## src/rtl/spi_cs_arbiter.sv

```systemverilog
// spi_cs_arbiter
//   Lets NumReq byte-stream requesters share one spi_host byte interface.
//   One requester is granted per transaction, round-robin, and its
//   active-low chip select is driven with programmable setup, hold and
//   idle-gap timing around the bytes it streams to the host.
//
// Ports
//   clk_i         system clock
//   rst_ni        asynchronous active-low reset
//   req_valid_i   per-requester byte available
//   req_data_i    per-requester byte, requester i at [8i+7:8i]
//   req_last_i    per-requester "this byte ends the transaction"
//   req_ready_o   one-cycle pop pulse back to the granted requester
//   host_start_o  to spi_host start_i
//   host_data_o   to spi_host byte_data_i
//   host_next_i   spi_host next_tx_byte_o (level, may stay high for many cycles)
//   host_idle_i   high while spi_host is not shifting
//   cs_no         active-low chip selects, at most one low
//   busy_o        a transaction is in progress
//   grant_o       index of the current / most recent grantee
module spi_cs_arbiter #(
  parameter int  NumReq        = 2,
  parameter int  CsSetupCycles = 4,
  parameter int  CsHoldCycles  = 4,
  parameter int  CsIdleCycles  = 2,
  localparam int GrantW        = (NumReq > 1) ? $clog2(NumReq) : 1
) (
  input  logic                clk_i,
  input  logic                rst_ni,
  input  logic [NumReq-1:0]   req_valid_i,
  input  logic [NumReq*8-1:0] req_data_i,
  input  logic [NumReq-1:0]   req_last_i,
  output logic [NumReq-1:0]   req_ready_o,
  output logic                host_start_o,
  output logic [7:0]          host_data_o,
  input  logic                host_next_i,
  input  logic                host_idle_i,
  output logic [NumReq-1:0]   cs_no,
  output logic                busy_o,
  output logic [GrantW-1:0]   grant_o
);

  localparam int MaxCycles =
    (CsSetupCycles > CsHoldCycles)
      ? ((CsSetupCycles > CsIdleCycles) ? CsSetupCycles : CsIdleCycles)
      : ((CsHoldCycles  > CsIdleCycles) ? CsHoldCycles  : CsIdleCycles);
  localparam int CntW = (MaxCycles > 0) ? $clog2(MaxCycles + 1) : 1;

  // Terminal count of each timed phase; unused when the phase length is 0.
  localparam logic [CntW-1:0] SetupLast = CntW'((CsSetupCycles > 0) ? CsSetupCycles - 1 : 0);
  localparam logic [CntW-1:0] HoldLast  = CntW'((CsHoldCycles  > 0) ? CsHoldCycles  - 1 : 0);
  localparam logic [CntW-1:0] IdleLast  = CntW'((CsIdleCycles  > 0) ? CsIdleCycles  - 1 : 0);

  typedef enum logic [2:0] {
    IDLE  = 3'd0,
    SETUP = 3'd1,
    XFER  = 3'd2,
    DRAIN = 3'd3,
    HOLD  = 3'd4,
    GAP   = 3'd5
  } state_e;

  state_e            state_q, state_d;
  logic [GrantW-1:0] grant_q, grant_d;
  logic [GrantW-1:0] rr_q, rr_d;
  logic [GrantW-1:0] pick_idx;
  logic              pick_vld;
  logic [CntW-1:0]   cnt_q;
  logic              host_next_p1;
  logic              pop;
  logic              grant_valid;
  logic              grant_last;
  logic [7:0]        req_bytes [NumReq];

  // Phase counter saturates instead of wrapping.
  function automatic logic [CntW-1:0] sat_inc(input logic [CntW-1:0] v);
    return (&v) ? v : v + 1'b1;
  endfunction

  function automatic logic [GrantW-1:0] next_ptr(input logic [GrantW-1:0] g);
    if (int'(g) == NumReq - 1) return '0;
    return g + 1'b1;
  endfunction

  always_comb begin
    for (int i = 0; i < NumReq; i++) begin
      req_bytes[i] = req_data_i[8*i +: 8];
    end
  end

  assign grant_valid = req_valid_i[grant_q];
  assign grant_last  = req_last_i[grant_q];

  // Only the rising edge of the host's next-byte level counts as a pop,
  // so a wide host_next_i pulse consumes exactly one byte.
  assign pop = host_next_i & ~host_next_p1;

  // First valid requester at or after the round-robin pointer.
  always_comb begin
    logic [GrantW-1:0] cand;
    pick_vld = 1'b0;
    pick_idx = '0;
    cand     = '0;
    for (int i = 0; i < NumReq; i++) begin
      cand = GrantW'((int'(rr_q) + i) % NumReq);
      if (!pick_vld && req_valid_i[cand]) begin
        pick_vld = 1'b1;
        pick_idx = cand;
      end
    end
  end

  // ---- stage p1: state, grant, pointer, counter, host_next history ----
  always_ff @(posedge clk_i or negedge rst_ni) begin
    if (!rst_ni) begin
      state_q      <= IDLE;
      grant_q      <= '0;
      rr_q         <= '0;
      cnt_q        <= '0;
      host_next_p1 <= 1'b0;
    end else begin
      state_q      <= state_d;
      grant_q      <= grant_d;
      rr_q         <= rr_d;
      cnt_q        <= (state_d != state_q) ? '0 : sat_inc(cnt_q);
      host_next_p1 <= host_next_i;
    end
  end

  always_comb begin
    state_d = state_q;
    grant_d = grant_q;
    rr_d    = rr_q;
    case (state_q)
      IDLE: begin
        if (pick_vld) begin
          grant_d = pick_idx;
          state_d = (CsSetupCycles > 0) ? SETUP : XFER;
        end
      end
      SETUP: begin
        if (cnt_q == SetupLast) state_d = XFER;
      end
      XFER: begin
        // A pop only counts while the grantee is actually offering a byte.
        if (pop && grant_valid && grant_last) state_d = DRAIN;
      end
      DRAIN: begin
        // host_idle_i was forced low by the host at the pop, so the first
        // idle seen here means the last byte has finished shifting.
        if (host_idle_i) begin
          rr_d = next_ptr(grant_q);
          if (CsHoldCycles > 0)      state_d = HOLD;
          else if (CsIdleCycles > 0) state_d = GAP;
          else                       state_d = IDLE;
        end
      end
      HOLD: begin
        if (cnt_q == HoldLast) state_d = (CsIdleCycles > 0) ? GAP : IDLE;
      end
      GAP: begin
        if (cnt_q == IdleLast) state_d = IDLE;
      end
      default: state_d = IDLE;
    endcase
  end

  always_comb begin
    cs_no        = '1;
    req_ready_o  = '0;
    host_start_o = 1'b0;
    host_data_o  = '0;
    if (state_q inside {SETUP, XFER, DRAIN, HOLD}) cs_no[grant_q] = 1'b0;
    if (state_q == XFER) begin
      host_start_o         = grant_valid;
      host_data_o          = req_bytes[grant_q];
      req_ready_o[grant_q] = pop & grant_valid;
    end
  end

  assign busy_o  = (state_q != IDLE);
  assign grant_o = grant_q;

endmodule

```

## config.mk

```make
export PLATFORM = sky130hd
export DESIGN_NAME = spi_cs_arbiter
export DESIGN_NICKNAME = d
export VERILOG_FILES = /design/src/rtl/spi_cs_arbiter.sv
export SDC_FILE = /design/constraint.sdc
export NUM_CORES = 1
export LEC_CHECK = 0
export BUFFER_PORTS_ARGS = -buffer_cell sky130_fd_sc_hd__buf_2
export CAP_MARGIN = 20
export CORE_MARGIN = 1
export CORE_UTILIZATION = 43
export CTS_CLUSTER_DIAMETER = 60
export CTS_CLUSTER_SIZE = 12
export DETAILED_ROUTE_END_ITERATION = 10
export PLACE_DENSITY = 0.78
export SYNTH_ARGS = -nofsm -noshare
export SYNTH_HDL_FRONTEND = slang
export SYNTH_SLANG_ARGS = --single-unit
```

## constraint.sdc

```tcl
create_clock -name clk_i -period 2.15 [get_ports clk_i]
set_input_delay 0.43 -clock clk_i [delete_from_list [all_inputs] [get_ports clk_i]]
set_output_delay 0.43 -clock clk_i [all_outputs]
set_load 0.1 [all_outputs]
```

# Word-level counts from Yosys, hierarchy flattened
# Index checks and enable logic that the tools add are counted.
# W data, S select, Z words.
# op_classes
add_sub_neg,3
order_cmp,5
eq_ne,9
muxes,35
n_bitwise,6
reduce_logical,11
# op_table
operator,n
$mux W8,4
$mux W3,8
$mux W1,19
$pmux W3 S6,1
$eq A3 B2 Y1 const B,3
$eq A3 B1 Y1 const B,2
$eq A3 B3 Y1 const B,2
$lt A1 B2 Y1 const B,3
$logic_and A1 B1 Y1,4
$mux W2,2
$reduce_and A2 Y1,2
$reduce_bool A4 Y1,1
$add A3 B1 Y3 const B,1
$logic_not A3 Y1,1
$ne A3 B3 Y1,1
$reduce_and A3 Y1,1
$reduce_bool A3 Y1,1
$add A1 B1 Y1 const B,2
$and A1 B1 Y1,2
$and A2 B2 Y2,1
$ge A2 B2 Y1 const B,1
$ne A2 B2 Y1 const B,1
$not A1 Y2,1
$not A2 Y2,1
4 further kinds,4
# totals
ff_bits,9
input_bits,24
word_cells,74

# Depth between registers and ports, before layout
# Gate-level depths: netlist (run 1).
# logic_depth
word_depth,10
mapped_depth,6
ltp_nobuf,6

# Worst setup path before layout (run 1)
# OpenSTA, ideal clock, no wires.
# synth_timing
path_kind,register to output
startpoint,register grant_q (netlist: grant_o)
endpoint,output host_data_o[1]
arrival_time_ns,2.986
required_ns,1.720
slack_ns,-1.266
path_stages_with_launch,5
path_buffers,2
path_cell_list,dfrtp_1 -> clkbuf_1 -> buf_1 -> mux2i_1 -> nor2_1
# synth_via
elab_chain_len,5
# synth_lines
element,line,text
from (decl),64,"logic [GrantW-1:0] grant_q, grant_d;"
from (signal assigned),123,grant_q <= grant_d;
$not A1 Y2 (not written as such),176,host_data_o = req_bytes[grant_q];
$mux W8 (not written as such) (3 in series),176,
$mux W8,174,if (state_q == XFER) begin
to (decl),35,"output logic [7:0] host_data_o,"
# Every way passes these cells. The select of a mux whose other input is x is not followed.

# Final worst setup path (run 1)
# layout_timing
startpoint,register state_q[2]
endpoint,output req_ready_o[1]
# layout_via
elab_chain_len,2
# layout_lines
element,line,text
from (decl),63,"state_e state_q, state_d;"
from (signal assigned),122,state_q <= state_d;
$eq A3 B2 Y1,174,
$mux W2,174,
to (decl),33,"output logic [NumReq-1:0] req_ready_o,"
# Every way passes these cells.

==> metrics.txt, run 1 <==
outcome=finished clean; CP Class=reg -> out; initial antenna violation count=0; share of cells above drive strength 1=0.512; RSZ-0062 raised after global routing=no; Max clock buf depth=2; f_max=approximately 480 MHz; #FFs+latches synth=9; routing usage on met1=0.234; clock sinks=9; largest net degree at the start of global routing=17; gr busiest metal=met2; Switching Fraction=0.588; Cell Pwr Density=1280 nW/um^2; Crit Path Max Fanout=10; Slowest cell on crit path=dfrtp_2; Antenna Nets Post-Route=0; # diodes=0; required time of the critical path=1.72 ns; Die ar.=1810 sq um; core region area=1520 sq um; Tot Pwr=roughly 1.5 mW; routability cong.=0.831; commonest cells after routing, fill and taps aside=buf_2 (27), buf_12 (11), nor2_4 (10); CTS Buf Count=3; Die H=42.5 microns; via count=746; most common cell after layout, fill and taps aside=buf_2; mapped cell area=~710 sq um; Ys Warns=0; Lkg Pwr=0.544 nW; NumNets Final=152; Logic pwr share=0.695; drt pass-1 iters=4; final core utilization=0.784; Worst Path Arrival=1.67 ns; worst clock skew=between 0.006 and 0.007 ns; fin crit period=around 2.1 ns; fin. max-slew vios=0; vias in the first global route=between 700 and 800; top cells by area, synth=dfrtp_1 (32%), mux2i_1 (13%), nor2_1 (8.5%); CP top delay family=simple AND/OR/NAND/NOR gates; Seq pwr share=0.224; DRC violations left=0; area of the multi-input gates=524 sq um; total gr overflow=0; row cnt=14; # setup viols final=0; Reg clk slew, reported paths=0.06 ns; CP bufs+invs=1; met3 GRT Util=0.0431; DP HPWL=1.58 mm; Reg area=between 200 and 250 sq um; FILL cells=around 100; Pint=0.629 mW; setup TNS=0 ns; Mapped Nets=112; largest stage delay on the critical path=0.46 ns; final cycle utilization of the critical path=0.976; cell taking the most area after synthesis=dfrtp_1; PortBufs=38; drt wl/cell=13.2 microns; register area share after synthesis=0.319; Global Route Usage Sum=0.223; CTS tree=built; met2 Resource Use GR=0.412; worst-margin pin slew=0.534 ns; DRT iter0 DRCs=9; Syn Area/Cell=8.42 sq um; Hold Path Class=in -> async; hold-fix buffers at CTS=0; Final Hold Fails=0; P&R area growth vs syn=69.0%; global-route wire length before repair=roughly 3 mm; DR vias/cell=5.37; Clock Power Share=0.081; Slew Limit Headroom=0.643; P_sw=about 0.9 mW; count of cell types in the netlist=30; Synth Instances=84; final WL=1.84 mm; clk root buf=clkbuf_4; clk_lat worst skew=0.26 ns; H-tree levels=1; Synth top area share=0.319; worst ir drop on vdd=0.821 mV; startpoint type of the worst setup path=flop; starting density of the core=0.464; I/O pin count=39; CP cell instances=or3b_4 > or2_4 > nor2_4 > buf_12; Chip Width=42.5 microns; CP Capture Type=output pin; maxcap violations=0
[cell families (layout without fill, tap and decap cells)]
family	Yosys count	in the layout	synth area share
multiplexers	9	9	0.127
flip-flops	9	9	0.319
AO/OA/AOI/OAI	14	14	0.145
XOR/XNOR	2	2	0.0248
AND/OR/NAND/NOR	36	36	0.241
buffers and inverters	10	49	0.0726
adder cells (fa/ha/maj)	4	4	0.0708
[worst reg2reg max path, stage by stage, from the launching register on]
cell      delay (ns)
dfrtp_2         0.46
or3b_4          0.40
buf_4           0.20
a2111o_1        0.33
a32oi_2         0.25
nor2_1          0.08
[worst paths after layout]
kind / endpoint / start / cells after the start / slack, ns
worst max-delay path: req_ready_o[1] / state_q[2] / 4 / 0.05
worst min-delay path: cnt_q[2] / rst_ni / 1 / 0.01
worst max register to register: cnt_q[1] / state_q[2] / 5 / 0.31
worst min register to register: rr_q / rr_q / 2 / 0.52
max in group asynchronous: grant_o / rst_ni / 1 / 1.93
min in group clk_i: host_next_p1 / host_next_i / 1 / 0.31
[state kept, by name, summed over array words and instances (netlist names)]
signal,flops
host_next_p1,1
grant_o,1
state_q,3
rr_q,1
cnt_q,3
[stage by stage]
step	setup slack, ns	cell area (sq um)	hold WS, ns	instances
floorplan	-0.238	810	0.134	84
global placement	0.317	1160	0.287	135
detailed placement	0.288	1160	0.290	135
CTS	0.0137	1180	0.00740	139
global route	0.00934	1190	0.0112	139
finish	0.0517	1190	0.0125	139
[per-layer routing]
layer	wire [microns]	part of all wire
met5	0	0
met1	695	0.38
met3	132	0.072
met2	982	0.53
met4	30	0.016
[power by group through the flow]
stage / Combinational [mW] / Sequential (mW) / Clock (mW)
6_report: 1.06 / 0.342 / 0.123
2_1_floorplan: 0.865 / 0.341 / 0
5_1_grt: 1.12 / 0.357 / 0.136
3_3_place_gp: 1.03 / 0.340 / 0
3_5_place_dp: 1.06 / 0.345 / 0
4_1_cts: 1.06 / 0.341 / 0.131
[repair_timing]
| action | in CTS | in global routing |
|---|---|---|
| buffers inserted | 0 | 0 |
| gates resized for setup | 0 | 3 |
| endpoints found under the setup margin | 0 | 5 |
[cell usage after synthesis]
library cell / n
a31oi_1: 1
or2_2: 2
a32oi_2: 1
a21o_1: 1
and3b_1: 1
o211ai_1: 1
buf_6: 1
or3b_1: 1
buf_2: 2
mux2i_1: 9
nor2b_1: 1
nor2_1: 16
nand2b_1: 4
a21oi_1: 6
nor3_1: 1
o21ai_0: 1
o32ai_1: 1
inv_1: 4
nand3b_1: 1
nand2_1: 8
xor2_1: 1
buf_1: 1
or3_1: 1
a2111o_1: 1
ha_1: 4
buf_4: 1
clkbuf_1: 1
xnor2_1: 1
a311o_1: 1
dfrtp_1: 9
[cell type report]
class,instances,area share
Multi-Input combinational cell,65,0.439
Clock buffer,4,0.0220
Tap cell,16,0.0168
Inverter,4,0.0126
Sequential cell,9,0.194
Timing Repair Buffer,41,0.316
Note: power is estimated with default switching activity, not from simulation.
==> inputs of run 2 (changes only) <==
Settings changed: ABC_AREA set to 1, PLACE_DENSITY 0.78 to 0.77.
==> run 2 against run 1 <==
Effect of this change:
- largest cell class unchanged
- via count rose by 12%
- the run now ends with DRC left
- sequential cell count did not move
- fmax rose by 2.8%
- synthesized cell count rose by 32%
- design area rose by 5.0%
- sequential share of layout area fell by 1.0 points
- non-clock buffer count fell by 3
- global-route usage fell by 0.11 points
- register-to-register slack improved by 0.26 ns
==> metrics.txt, run 2 <==
Reg clk slew, reported paths=0.06 ns (about the same); largest net degree at the start of global routing=16 (-1); Pint=0.530 mW (-16%); Slowest cell on crit path=dfrtp_1; CTS tree=built; Logic pwr share=0.672 (-0.023); Reg2Reg Setup Slack=0.57 ns (+0.26 ns); Die ar.=1880 sq um (+3.9%); Max clock buf depth=2 (unchanged); Hold Path Class=in -> async; Placement Cell Area=1220 sq um (+5.5%); top cells by area, synth=dfrtp_1 (31%), nand2_1 (19%), ha_1 (6.8%); clk_lat worst skew=0.26 ns (about the same); Final Hold Fails=0 (unchanged); Seq pwr share=0.232 (+0.008); mapped cell area=736 sq um (+4.1%); placed instance count=163 (+21%); total gr overflow=0 (unchanged); Cell Pwr Density=1080 nW/um^2 (-15%); Worst R2R Path Depth=9 (+4); Synth Instances=111 (+32%); clk root buf=clkbuf_4; Worst Path Arrival=1.61 ns (-0.06 ns); largest stage delay on the critical path=0.43 ns (-0.03 ns); CP cell instances=inv_2 > nand2_2 > nor2_4 > inv_8 > nor3_4 > buf_12; Global Route Usage Sum=0.222 (-0.00108); hold-fix buffers at CTS=0 (unchanged); violated checks=DRC; DP HPWL=1.62 mm (+2.8%); Mapped Nets=139 (+24%); most common cell after layout, fill and taps aside=nand2_1; count of cell types in the netlist=21 (-30%); fin crit period=2.04 ns (-0.0563 ns); Ys Warns=0 (unchanged); worst clock skew=0.00197 ns (-0.00447 ns); worst-margin pin slew=0.485 ns (-0.0498 ns); outcome=finished, violations left; DRT iter0 DRCs=22 (+13); Clock Power Share=0.096 (+0.015); Slew Limit Headroom=0.679 (+0.0365); final WL=1.91 mm (+3.6%); share of cells above drive strength 1=0.457 (-0.0552); Syn Area/Cell=6.63 sq um (-21%); starting density of the core=0.472 (+0.00804); f_max=490 MHz (+2.8%); # setup viols final=0 (unchanged); registers with the most flip-flops=cnt_q (3), state_q (3); CTS Buf Count=3 (unchanged); CP Capture Type=output pin; P_sw=0.828 mW (-8.0%); H-tree levels=1 (unchanged); register area share after synthesis=0.306 (-0.0125); PortBufs=38 (unchanged); worst hold slack=0.00934 ns (-0.00315 ns); most frequent cells after synthesis=nand2_1 (37), inv_1 (12), dfrtp_1 (9), a21oi_1 (8), nor2_1 (8); Switching Fraction=0.609 (+0.0212); P&R area growth vs syn=70.6%; core region area=1560 sq um (+2.3%); # diodes=0 (unchanged); CP Launch Point=state_q[2]; drt pass-1 iters=7 (+3); DR vias/cell=5.00 (-6.8%); via count=835 (+12%); fraction of registers with async set/reset=1.00 (unchanged); Tot Pwr=1.36 mW (-11%); fin. max-slew vios=0 (unchanged); Synth top area share=0.306 (-0.0125); worst ir drop on vdd=0.862 mV (+5.0%); routability cong.=0.844 (+1.5%); vias in the first global route=801 (+10%); Lkg Pwr=0.623 nW (+15%); row cnt=14 (unchanged); RSZ-0062 raised after global routing=no; #FFs+latches synth=9 (unchanged); startpoint type of the worst setup path=flop; Chip Width=43.4 microns (+1.9%); most common cell in the netlist=nand2_1; post-route cell area=1250 sq um (+5.0%); Primary FF master, synth=dfrtp_1; Post-synth EDFFs=0 (unchanged); Crit Path Max Fanout=10 (unchanged); maxcap violations=0 (unchanged); Non-Filler Instances=167 (+20%); drt wl/cell=11.4 microns (-14%); commonest cells after routing, fill and taps aside=nand2_1 (37), buf_2 (26), inv_1 (12); required time of the critical path=1.72 ns (about the same); RR Startpoint=grant_o; CP Class=reg -> out; cell taking the most area after synthesis=dfrtp_1; FF-to-FF End=cnt_q[0]; global-route wire length before repair=3.20 mm (+6.2%); DRC violations left=8 (+8); Die H=43.4 microns (+1.9%); NumNets Final=180 (+18%); final cycle utilization of the critical path=0.950 (-0.0262); clock sinks=9 (unchanged); Antenna Nets Post-Route=0 (unchanged); initial antenna violation count=0 (unchanged); I/O pin count=39 (unchanged); FILL cells=101 (-1.9%)
## run 2: cell count changes after synthesis, sizes merged, moves of 2 or more
| cell | previous run | this run |
|---|---|---|
| o21ai | 1 | 6 |
| or2 | 2 | 0 |
| nand2 | 8 | 43 |
| nand3 | 0 | 6 |
| nand2b | 4 | 0 |
| mux2i | 9 | 0 |
| buf | 5 | 1 |
| nor2 | 16 | 12 |
| inv | 4 | 14 |
| a21oi | 6 | 8 |
| nor3 | 1 | 3 |
## run 2: logic make-up after synthesis
| logic type | count (synthesis) | share of synthesized area |
|---|---|---|
| AND/OR/NAND/NOR | 65 | 0.412 |
| buffers and inverters | 17 | 0.0969 |
| AO/OA/AOI/OAI | 15 | 0.105 |
| flip-flops | 9 | 0.306 |
| adder cells (fa/ha/maj) | 4 | 0.0680 |
| XOR/XNOR | 1 | 0.0119 |
## run 2: worst max-delay path: cells and delay by family, from the launching register on
kind | cells | cell delay, ns
AND/OR/NAND/NOR | 3 | 0.48
flip-flops | 1 | 0.43
buffers and inverters | 3 | 0.43
## run 2: layout make-up
class / count / area (sq um) / area share
multi-input cells: 85 / 557 / 0.444
flip-flops and latches: 9 / 230 / 0.183
clock buffers: 4 / 26.3 / 0.0209
inverters: 15 / 63.8 / 0.0508
repair buffers: 38 / 358 / 0.285
well taps: 16 / 20.0 / 0.0160
## run 2: layer usage
layer,global-route usage,wire length (microns),vias to the layer above
met2,0.415,1030,28
met5,0,0,-
met4,0.0563,8,0
met1,0.265,749,379
met3,0.0292,118,2
li1,-,-,426
## run 2: worst max path at each step
stage	endpoint	cells after the start
after floorplan	req_ready_o[0]	5
after global placement	req_ready_o[0]	6
after detailed placement	req_ready_o[0]	6
after CTS	req_ready_o[0]	6
after global routing	cs_no[0]	7
final	req_ready_o[0]	6
## run 2: repair_timing
action | CTS | global route
endpoints found under the setup margin | 0 | 8
gates resized for setup | 0 | 3
buffers inserted | 0 | 0
## run 2: through the flow
stage / util / setup TNS [ns] / setup WS (ns)
after floorplan: - / -0.0171 / -0.0171
after global placement: 0.784 / 0 / 0.343
after detailed placement: 0.784 / 0 / 0.295
after CTS: 0.801 / 0 / 0.00935
after global routing: 0.805 / 0 / 0.00997
final: 0.805 / 0 / 0.108
## run 2: power groups by stage
stage	logic (mW)	clock network, mW	registers [mW]
finish	0.912	0.131	0.315
global route	0.979	0.140	0.325
CTS	0.913	0.134	0.313
detailed placement	0.910	0	0.316
global placement	0.893	0	0.309
floorplan	0.718	0	0.339
==> inputs of run 3 (changes only) <==
--- a/config.mk
+++ b/config.mk
@@ -11,3 +11,3 @@
 export CORE_MARGIN = 1
-export CORE_UTILIZATION = 43
+export CORE_UTILIZATION = 40
 export CTS_CLUSTER_DIAMETER = 60
@@ -15,3 +15,3 @@
 export DETAILED_ROUTE_END_ITERATION = 10
-export PLACE_DENSITY = 0.77
+export PLACE_DENSITY = 0.72
 export SYNTH_ARGS = -nofsm -noshare
==> constraint.sdc (replaced) <==
create_clock -name clk_i -period 2.15 [get_ports clk_i]
set_input_delay 0.215 -clock clk_i [delete_from_list [all_inputs] [get_ports clk_i]]
set_output_delay 0.215 -clock clk_i [all_outputs]
set_load 0.1 [all_outputs]
==> run 3 against run 2 <==
Effect of this change:
- the run now ends clean
- register-to-register slack better by 0.02 ns
- setup slack improved by 0.12 ns
- routed wire length rose by 5.1%
- global-route usage rose by 0.46 points
- combinational power shrank 3.7%
- worst hold slack gained 0.047 ns
- critical path type unchanged
- largest cell class unchanged
==> metrics.txt, run 3 (synthesized netlist as in run 2, its figures left out) <==
I/O pin count=39 (unchanged); Reg2Reg Setup Slack=0.59 ns (+0.02 ns); commonest cells after routing, fill and taps aside=nand2_1 (37), buf_2 (28), inv_1 (12); Chip Width=44.9 microns (+3.5%); CTS tree=built; Final Hold Fails=0 (unchanged); Placement Cell Area=1160 sq um (-5.0%); drt wl/cell=11.3 microns (-1.4%); fin crit period=1.93 ns (-0.115 ns); Worst R2R Path Depth=9 (unchanged); Lkg Pwr=0.618 nW (-0.81%); worst ir drop on vdd=0.923 mV (+7.1%); final core utilization=0.693 (-0.111); post-route cell area=1200 sq um (-4.6%); Non-Filler Instances=178 (+6.6%); H-tree levels=1 (unchanged); met2 Resource Use GR=0.400 (-0.0152); hold path startpoint=host_next_i; largest net degree at the start of global routing=16 (unchanged); Die ar.=2010 sq um (+7.1%); CP Capture Type=output pin; worst clock skew=0.00918 ns (+0.00722 ns); startpoint type of the worst setup path=flop; DR vias/cell=4.70 (-6.1%); Reg clk slew, reported paths=0.07 ns (about the same); f_max=519 MHz (+6.0%); RR Startpoint=cnt_q[0]; global-route wire length before repair=3.22 mm (+0.66%); clock sinks=9 (unchanged); outcome=finished clean; share of cells above drive strength 1=0.444 (-0.0125); core region area=1730 sq um (+11%); Max clock buf depth=2 (unchanged); final cycle utilization of the critical path=0.896 (-0.0537); fin. max-slew vios=0 (unchanged); routability cong.=0.844 (about the same); met3 GRT Util=0.0680 (+0.0388); placed instance count=173 (+6.1%); # diodes=0 (unchanged); setup bufs post-CTS=0 (unchanged); NumNets Final=182 (+1.1%); maxcap violations=0 (unchanged); CP Class=reg -> out; largest stage delay on the critical path=0.50 ns (+0.07 ns); DP HPWL=1.67 mm (+3.0%); FF-to-FF End=cnt_q[0]; Crit Path Max Fanout=15 (+5); total gr overflow=0 (unchanged); gr busiest metal=met2; P&R area growth vs syn=62.8%; PortBufs=38 (unchanged); final WL=2.01 mm (+5.1%); hold-fix buffers at CTS=1 (+1); Hold Crit Depth=1; Cell Pwr Density=1100 nW/um^2 (+2.1%); initial antenna violation count=0 (unchanged); Hold Path End=host_next_p1; Worst Path Arrival=1.71 ns (+0.10 ns); Die H=44.9 microns (+3.5%); RSZ-0062 raised after global routing=no; DRC violations left=0 (-8); Hold Path Class=in -> reg; CP cell instances=inv_2 > nand2_1 > nand2_1 > nand2_2 > inv_1 > buf_2; worst hold slack=0.0567 ns (+0.0473 ns); required time of the critical path=1.93 ns (+0.21 ns); DRT iter0 DRCs=17 (-23%); setup TNS=0 ns (unchanged); Global Route Usage Sum=0.226 (+0.00462); clk_lat worst skew=0.28 ns (+0.02 ns); CP dominant cell by count=nand2_1; via count=836 (+0.12%); routing usage on met1=0.261 (-0.00449); starting density of the core=0.426 (-0.0458); # setup viols final=0 (unchanged); drt pass-1 iters=4 (-3); vias in the first global route=764 (-4.6%); clk root buf=clkbuf_4; worst-margin pin slew=0.491 ns (+0.00663 ns); most common cell after layout, fill and taps aside=nand2_1; Slew Limit Headroom=0.675 (-0.00439); row cnt=15 (+1); Resized cells post-CTS=0 (unchanged); Slowest cell on crit path=dfrtp_2; registers with the most flip-flops=cnt_q (3), state_q (3); CTS Buf Count=3 (unchanged); Antenna Nets Post-Route=0 (unchanged)
==> run 3: changes by cell type in the layout (fill, tap and decap cells not counted), sizes merged <==
cell | before | now
buf | 37 | 39
clkinv | 0 | 1
clkbuf | 5 | 4
inv | 15 | 14
dlygate4sd3 | 0 | 1
==> run 3: worst max-delay path by stage <==
stage / start / endpoint / slack (ns)
6_report: grant_o / host_start_o / 0.22
5_1_grt: grant_o / host_start_o / 0.13
4_1_cts: grant_o / host_start_o / 0.22
3_5_place_dp: grant_o / host_start_o / 0.52
3_3_place_gp: grant_o / host_start_o / 0.54
2_1_floorplan: state_q[2] / host_data_o[1] / -0.11
==> run 3: cell type report <==
type	instances	area, sq um
clock buffer	4	26.3
fill	154	529
sequential	9	226
inverter	15	56.3
tap	25	31.3
timing repair buffer	40	358
multi-input combinational	85	499
==> run 3: per-layer routing <==
metal | share of wire | wire length, microns
met5 | 0 | 0
met4 | 0.019 | 38
met3 | 0.055 | 111
met2 | 0.52 | 1040
met1 | 0.41 | 818
==> run 3: metrics by stage <==
| step | setup WS, ns | power (mW) |
|---|---|---|
| 2_1_floorplan | -0.111 | 1.02 |
| 4_1_cts | 0.217 | 1.33 |
| 6_report | 0.223 | 1.32 |
| 5_1_grt | 0.131 | 1.42 |
| 3_5_place_dp | 0.524 | 1.19 |
| 3_3_place_gp | 0.536 | 1.16 |
==> run 3: worst max-delay path, delay by kind of cell, from the launching register on <==
family                 cells  cell delay (ns)
buffers and inverters      3             0.65
flip-flops                 1             0.50
AND/OR/NAND/NOR            3             0.28
==> run 3: where the power goes <==
group	switching [mW]	internal [mW]
clock network	0.0705	0.0720
registers	0.0778	0.225
logic	0.661	0.216
